## config.mk

```make
export PLATFORM = sky130hd
export DESIGN_NAME = id_ex_stage
export DESIGN_NICKNAME = d
export VERILOG_FILES = /design/src/rtl/id_ex_stage.sv
export SDC_FILE = /design/constraint.sdc
export NUM_CORES = 1
export LEC_CHECK = 0
export CAP_MARGIN = 20
export CORE_AREA = 5 5 187 189
export CTS_CLUSTER_SIZE = 30
export DETAILED_ROUTE_END_ITERATION = 6
export DIE_AREA = 0 0 192 194
export PLACE_DENSITY = 0.71
export RECOVER_POWER = 100
export SLEW_MARGIN = 5
export SYNTH_ARGS = -nofsm -noshare
export SYNTH_HDL_FRONTEND = slang
export SYNTH_SLANG_ARGS = --single-unit
```

## constraint.sdc

```tcl
create_clock -name clk -period 4.9 [get_ports clk]
set_input_delay 0.735 -clock clk [delete_from_list [all_inputs] [get_ports clk]]
set_output_delay 0.735 -clock clk [all_outputs]
set_load 0.01 [all_outputs]
```

## src/rtl/id_ex_stage.sv

```systemverilog
// ID/EX pipeline register.
// Captures the decoded instruction and its source operands, with MEM/WB
// operand forwarding at capture time and WB refresh of held operands
// while the stage is stalled. Priority each cycle: flush > stall > load.
module id_ex_stage #(
    parameter int XLEN    = 32,
    parameter int REG_AW  = 6,
    parameter int NUM_SRC = 3,
    parameter int CTRL_W  = 16
) (
    input  logic                      clk,
    input  logic                      rst_n,
    input  logic                      id_valid,
    input  logic [XLEN-1:0]           id_pc,
    input  logic [XLEN-1:0]           id_imm,
    input  logic [CTRL_W-1:0]         id_ctrl,
    input  logic [REG_AW-1:0]         id_rd,
    input  logic [NUM_SRC*REG_AW-1:0] id_rs_addr,
    input  logic [NUM_SRC*XLEN-1:0]   id_rs_data,
    input  logic                      stall,
    input  logic                      flush,
    input  logic                      mem_fwd_en,
    input  logic [REG_AW-1:0]         mem_fwd_rd,
    input  logic [XLEN-1:0]           mem_fwd_data,
    input  logic                      wb_fwd_en,
    input  logic [REG_AW-1:0]         wb_fwd_rd,
    input  logic [XLEN-1:0]           wb_fwd_data,
    output logic                      ex_valid,
    output logic [XLEN-1:0]           ex_pc,
    output logic [XLEN-1:0]           ex_imm,
    output logic [CTRL_W-1:0]         ex_ctrl,
    output logic [REG_AW-1:0]         ex_rd,
    output logic [NUM_SRC*REG_AW-1:0] ex_rs_addr,
    output logic [NUM_SRC*XLEN-1:0]   ex_rs_data,
    output logic [NUM_SRC*2-1:0]      ex_fwd_src
);

    // Operand origin codes reported on ex_fwd_src.
    localparam logic [1:0] SRC_RF    = 2'b00;
    localparam logic [1:0] SRC_WB    = 2'b01;
    localparam logic [1:0] SRC_MEM   = 2'b10;
    localparam logic [1:0] SRC_STALL = 2'b11;

    // Per-operand views of the flat source buses.
    logic [NUM_SRC-1:0][REG_AW-1:0] src_addr;
    logic [NUM_SRC-1:0][XLEN-1:0]   src_data;

    assign src_addr = id_rs_addr;
    assign src_data = id_rs_data;

    // Stage state.
    logic                           valid_q;
    logic [XLEN-1:0]                pc_q;
    logic [XLEN-1:0]                imm_q;
    logic [CTRL_W-1:0]              ctrl_q;
    logic [REG_AW-1:0]              rd_q;
    logic [NUM_SRC-1:0][REG_AW-1:0] rs_addr_q;
    logic [NUM_SRC-1:0][XLEN-1:0]   rs_data_q;
    logic [NUM_SRC-1:0][1:0]        fwd_src_q;

    // Forwarding candidates.
    logic [NUM_SRC-1:0][XLEN-1:0]   load_data;
    logic [NUM_SRC-1:0][1:0]        load_src;
    logic [NUM_SRC-1:0]             refresh_hit;

    // A write port matches a source only when enabled, on the full address
    // (so integer and float files never alias) and never for integer x0.
    // f0 (6'd32) is a real register and does match.
    function automatic logic fwd_match(input logic              en,
                                       input logic [REG_AW-1:0] port_rd,
                                       input logic [REG_AW-1:0] src);
        return en && (port_rd == src) && (src != '0);
    endfunction

    // Select each operand's capture value (MEM over WB over register file)
    // and detect WB hits on the held operands for stall refresh.
    always_comb begin
        for (int i = 0; i < NUM_SRC; i++) begin
            // NOTE: every output of this block gets a default before any
            // condition, so no path leaves it unassigned and no latch forms.
            load_data[i]   = src_data[i];
            load_src[i]    = SRC_RF;
            refresh_hit[i] = fwd_match(wb_fwd_en, wb_fwd_rd, rs_addr_q[i]);
            if (fwd_match(mem_fwd_en, mem_fwd_rd, src_addr[i])) begin
                load_data[i] = mem_fwd_data;
                load_src[i]  = SRC_MEM;
            end else if (fwd_match(wb_fwd_en, wb_fwd_rd, src_addr[i])) begin
                load_data[i] = wb_fwd_data;
                load_src[i]  = SRC_WB;
            end
        end
    end

    // Stage register: flush inserts a bubble, stall holds (refreshing
    // operands from WB), otherwise capture the decoded instruction.
    always_ff @(posedge clk or negedge rst_n) begin
        if (!rst_n) begin
            // NOTE: state registers use non-blocking assignments so every
            // flop samples pre-edge values regardless of statement order.
            valid_q   <= 1'b0;
            pc_q      <= '0;
            imm_q     <= '0;
            ctrl_q    <= '0;
            rd_q      <= '0;
            rs_addr_q <= '0;
            rs_data_q <= '0;
            fwd_src_q <= '0;
        end else if (flush) begin
            // Only the fields that make the slot architecturally live are
            // cleared; the datapath fields hold.
            valid_q <= 1'b0;
            ctrl_q  <= '0;
            rd_q    <= '0;
        end else if (stall) begin
            // MEM is ignored here; its value arrives on WB later and is
            // caught then. Refresh applies even to a bubble, harmlessly.
            for (int i = 0; i < NUM_SRC; i++) begin
                if (refresh_hit[i]) begin
                    rs_data_q[i] <= wb_fwd_data;
                    fwd_src_q[i] <= SRC_STALL;
                end
            end
        end else begin
            // Fields load even when id_valid=0; downstream qualifies on valid.
            valid_q   <= id_valid;
            pc_q      <= id_pc;
            imm_q     <= id_imm;
            ctrl_q    <= id_ctrl;
            rd_q      <= id_rd;
            rs_addr_q <= src_addr;
            rs_data_q <= load_data;
            fwd_src_q <= load_src;
        end
    end

    assign ex_valid   = valid_q;
    assign ex_pc      = pc_q;
    assign ex_imm     = imm_q;
    assign ex_ctrl    = ctrl_q;
    assign ex_rd      = rd_q;
    assign ex_rs_addr = rs_addr_q;
    assign ex_rs_data = rs_data_q;
    assign ex_fwd_src = fwd_src_q;

endmodule

```

==> results_dict.tcl <==
set metrics [dict create \
    r2r_cells 5 \
    layout_setup_ws_ns 1.11 \
    required_ns 5.30 \
    grt_max_degree 114 \
    maxSlewHeadroom_pct -77.7 \
    preCtsSetupSlack_ns 1.33 \
    holdWs_ns 0.469 \
    r2r-end "ex_rs_data[62]" \
    cts_buffer_depth 3 \
    die_h_um 194 \
    worst-r2r-setup-slack_ns 1.99 \
    drcViolationCount 0 \
    synth_cells 1326 \
    drive_gt1_share_pct 5.18 \
    min_to "ex_pc[8]" \
    synth_top_cell_area_share_pct 42.0 \
    grt_usage_pct 27.4 \
    cts-buffers-inserted 25 \
    yosysWarnings 0 \
    post-dp-hpwl_um 36800 \
    worstMarginPinSlew_ns 2.66 \
    hp-class "register to register" \
    grt_pass1_wl_um 80600 \
    antenna_found_initial 8 \
    totalWireLength_um 53000 \
    period_needed_ns 3.79 \
    vias 12700 \
    slew_violations 173 \
    core-area_sq_um 33100 \
    seqCellArea_sq_um 5180 \
    cts_sinks 207 \
    p_clk_share_pct 34.6 \
    insertion_delay_ns 0.53 \
    placed_area_sq_um 17500 \
    power_leakage_nw 7.50 \
    p_seq_share_pct 38.4 \
    ir_worst_vdd_v 0.000284 \
    p_sw_mw 1.65 \
    worstHoldPathCells 2 \
    hold_viol_final 0 \
    die_area_sq_um 37200 \
    rsz0062_at_grt "no" \
    min_from "ex_pc[8]" \
    power_density_nw_per_um2 302 \
    yosys.area.top_type "dfrtp_1" \
    fillCellCount 2982 \
    syn-cell-area_sq_um 12300 \
    io_buffers 489 \
    drtIter0Drc 817 \
    drtPass1Iterations 5 \
    power_frac_comb_pct 27.1 \
    hold_buffers 0 \
    drv_cap 3 \
    fin_crit_sh_pct 77.3 \
    mostFrequentLayoutCell "clkdlybuf4s50_1" \
    fin_tns_setup_ns 0 \
    worstSetupStartpointType "primary input" \
    setup-violations-final 0 \
    wl_per_cell_um 24.0 \
    multi_input_area_sq_um 6260 \
    ys_ff_latch 207 \
    gp_congestion 0.919 \
    syn-num-nets 1609 \
    syn2layout_area_growth_pct 45.9 \
    row_count 67 \
    status "finished, violations left" \
    layout_common_cells "279 x clkdlybuf4s50_1, 268 x nand2_1, 208 x dlygate4sd3_1" \
    tritoncts "done" \
    critical_path_class "primary input to register" \
    synthTopCellsByArea "dfrtp_1 42%, nand2_1 8.2%, o221ai_2 7.2%, mux2i_1 7.1%, a21oi_1 3.8%" \
    io_pins 490 \
    ant_nets 0 \
    violations "max-capacitance violations, max-slew violations" \
    grt_pass1_vias 13200 \
    start_util_pct 37.2 \
    r2r_start "ex_rs_addr[6]" \
    grt_overflow 0 \
    synth.distinct_cells 49 \
    seq_area_frac_synth_pct 42.0 \
    clkTransAtPathRegs_ns 0.06 \
    crit_fanout 51 \
    fmax_mhz 264 \
    finish.instance_area_sq_um 18000 \
    skew_ns 0.0160 \
    die_w_um 192 \
    postCtsSetupRepairBufs 0 \
    layoutNonFillerInstCount 2209 \
    nets 2023 \
    avgSynthCellArea_sq_um 9.29 \
    clockRootBuffer "clkbuf_16" \
    switching_share_pct 30.3 \
    end_kind "register" \
    cts_resized 0 \
    place_inst 2161 \
    viasPerCell 5.75 \
    h-tree-depth 1 \
    cp.arrival_ns 4.19 \
    p_int_mw 3.79 \
]
power groups by stage:
stage          clock [mW]  sequential [mW]  combinational (mW)
3_5_place_dp            0             2.12                1.62
2_1_floorplan           0             2.19               0.556
3_3_place_gp            0             2.11                1.59
4_1_cts              1.92             2.09                1.62
5_1_grt              1.98             2.11                1.59
6_report             1.88             2.09                1.47
metal layers:
layer	wire, um	GRT usage (%)	vias up
li1	-	-	5638
met1	19300	32.0	6170
met2	25600	46.1	721
met3	5560	9.02	158
met4	2420	11.2	6
met5	38	0	-
flip-flops by register name (all words and copies together) (netlist names):
name,flops
ex_fwd_src,6
ex_rs_addr,18
ex_ctrl,16
ex_rs_data,96
ex_rd,6
ex_imm,32
ex_pc,32
ex_valid,1
worst max-delay path by stage:
stage | from | to | slack [ns] | cells past startpoint
3_3_place_gp | wb_fwd_rd[3] | ex_rs_data[94] | 1.26 | 5
5_1_grt | stall | ex_rs_data[0] | 0.94 | 7
4_1_cts | wb_fwd_rd[5] | ex_rs_data[63] | 1.89 | 6
3_5_place_dp | wb_fwd_rd[5] | ex_rs_data[62] | 1.33 | 6
6_report | stall | ex_rs_data[4] | 1.11 | 7
2_1_floorplan | wb_fwd_rd[1] | ex_rs_data[35] | 2.57 | 8
cells in the mapped netlist (all sizes together):
master   number
clkbuf       87
a21o         32
a2111o        1
o2111ai       2
nand4        39
nor4         17
buf          39
a31oi         1
inv           3
nand3        71
and2         15
nor2         31
a21oi        94
o32ai        13
nand2b       67
nor3         10
xor2          8
a21boi       39
o22ai        19
o31ai        32
a2bb2oi       1
nand2       268
o21a          1
and4          1
or3           2
dfrtp       207
a41oi         1
mux2i        87
o221ai       64
a211oi        1
o41ai        19
o21ai         3
or2           1
and3          2
xnor2        43
or4           3
a211o         2
kinds of logic (layout without fill, tap and decap cells):
group,after synthesis,after routing,share of synthesized area [%]
AO/OA/AOI/OAI,325,325,22.0
flip-flops,207,207,42.0
XOR/XNOR,51,51,3.63
buffers and inverters,129,559,4.95
AND/OR/NAND/NOR,527,527,20.4
multiplexers,87,87,7.07
other,0,5,0
critical path, stage by stage:
cell      delay, ns
clkbuf_1       1.35
buf_4          0.78
nor2_1         0.14
a2111o_1       0.41
buf_4          0.30
o32ai_1        0.38
a21oi_1        0.07
area by class of cell:
cell class | instances | share of cell area, %
flip-flops and latches | 207 | 28.8
multi-input cells | 990 | 34.9
well taps | 448 | 3.12
diodes | 5 | 0.0696
clock inverters | 10 | 0.627
inverters | 3 | 0.0627
clock buffers | 33 | 3.93
repair buffers | 513 | 28.5
through the flow:
step / util, % / power [mW]
2_1_floorplan: - / 2.75
3_3_place_gp: 52.8 / 3.71
3_5_place_dp: 52.9 / 3.73
4_1_cts: 55.4 / 5.64
5_1_grt: 54.3 / 5.69
6_report: 54.3 / 5.44
(Power assumes the default switching activity.)
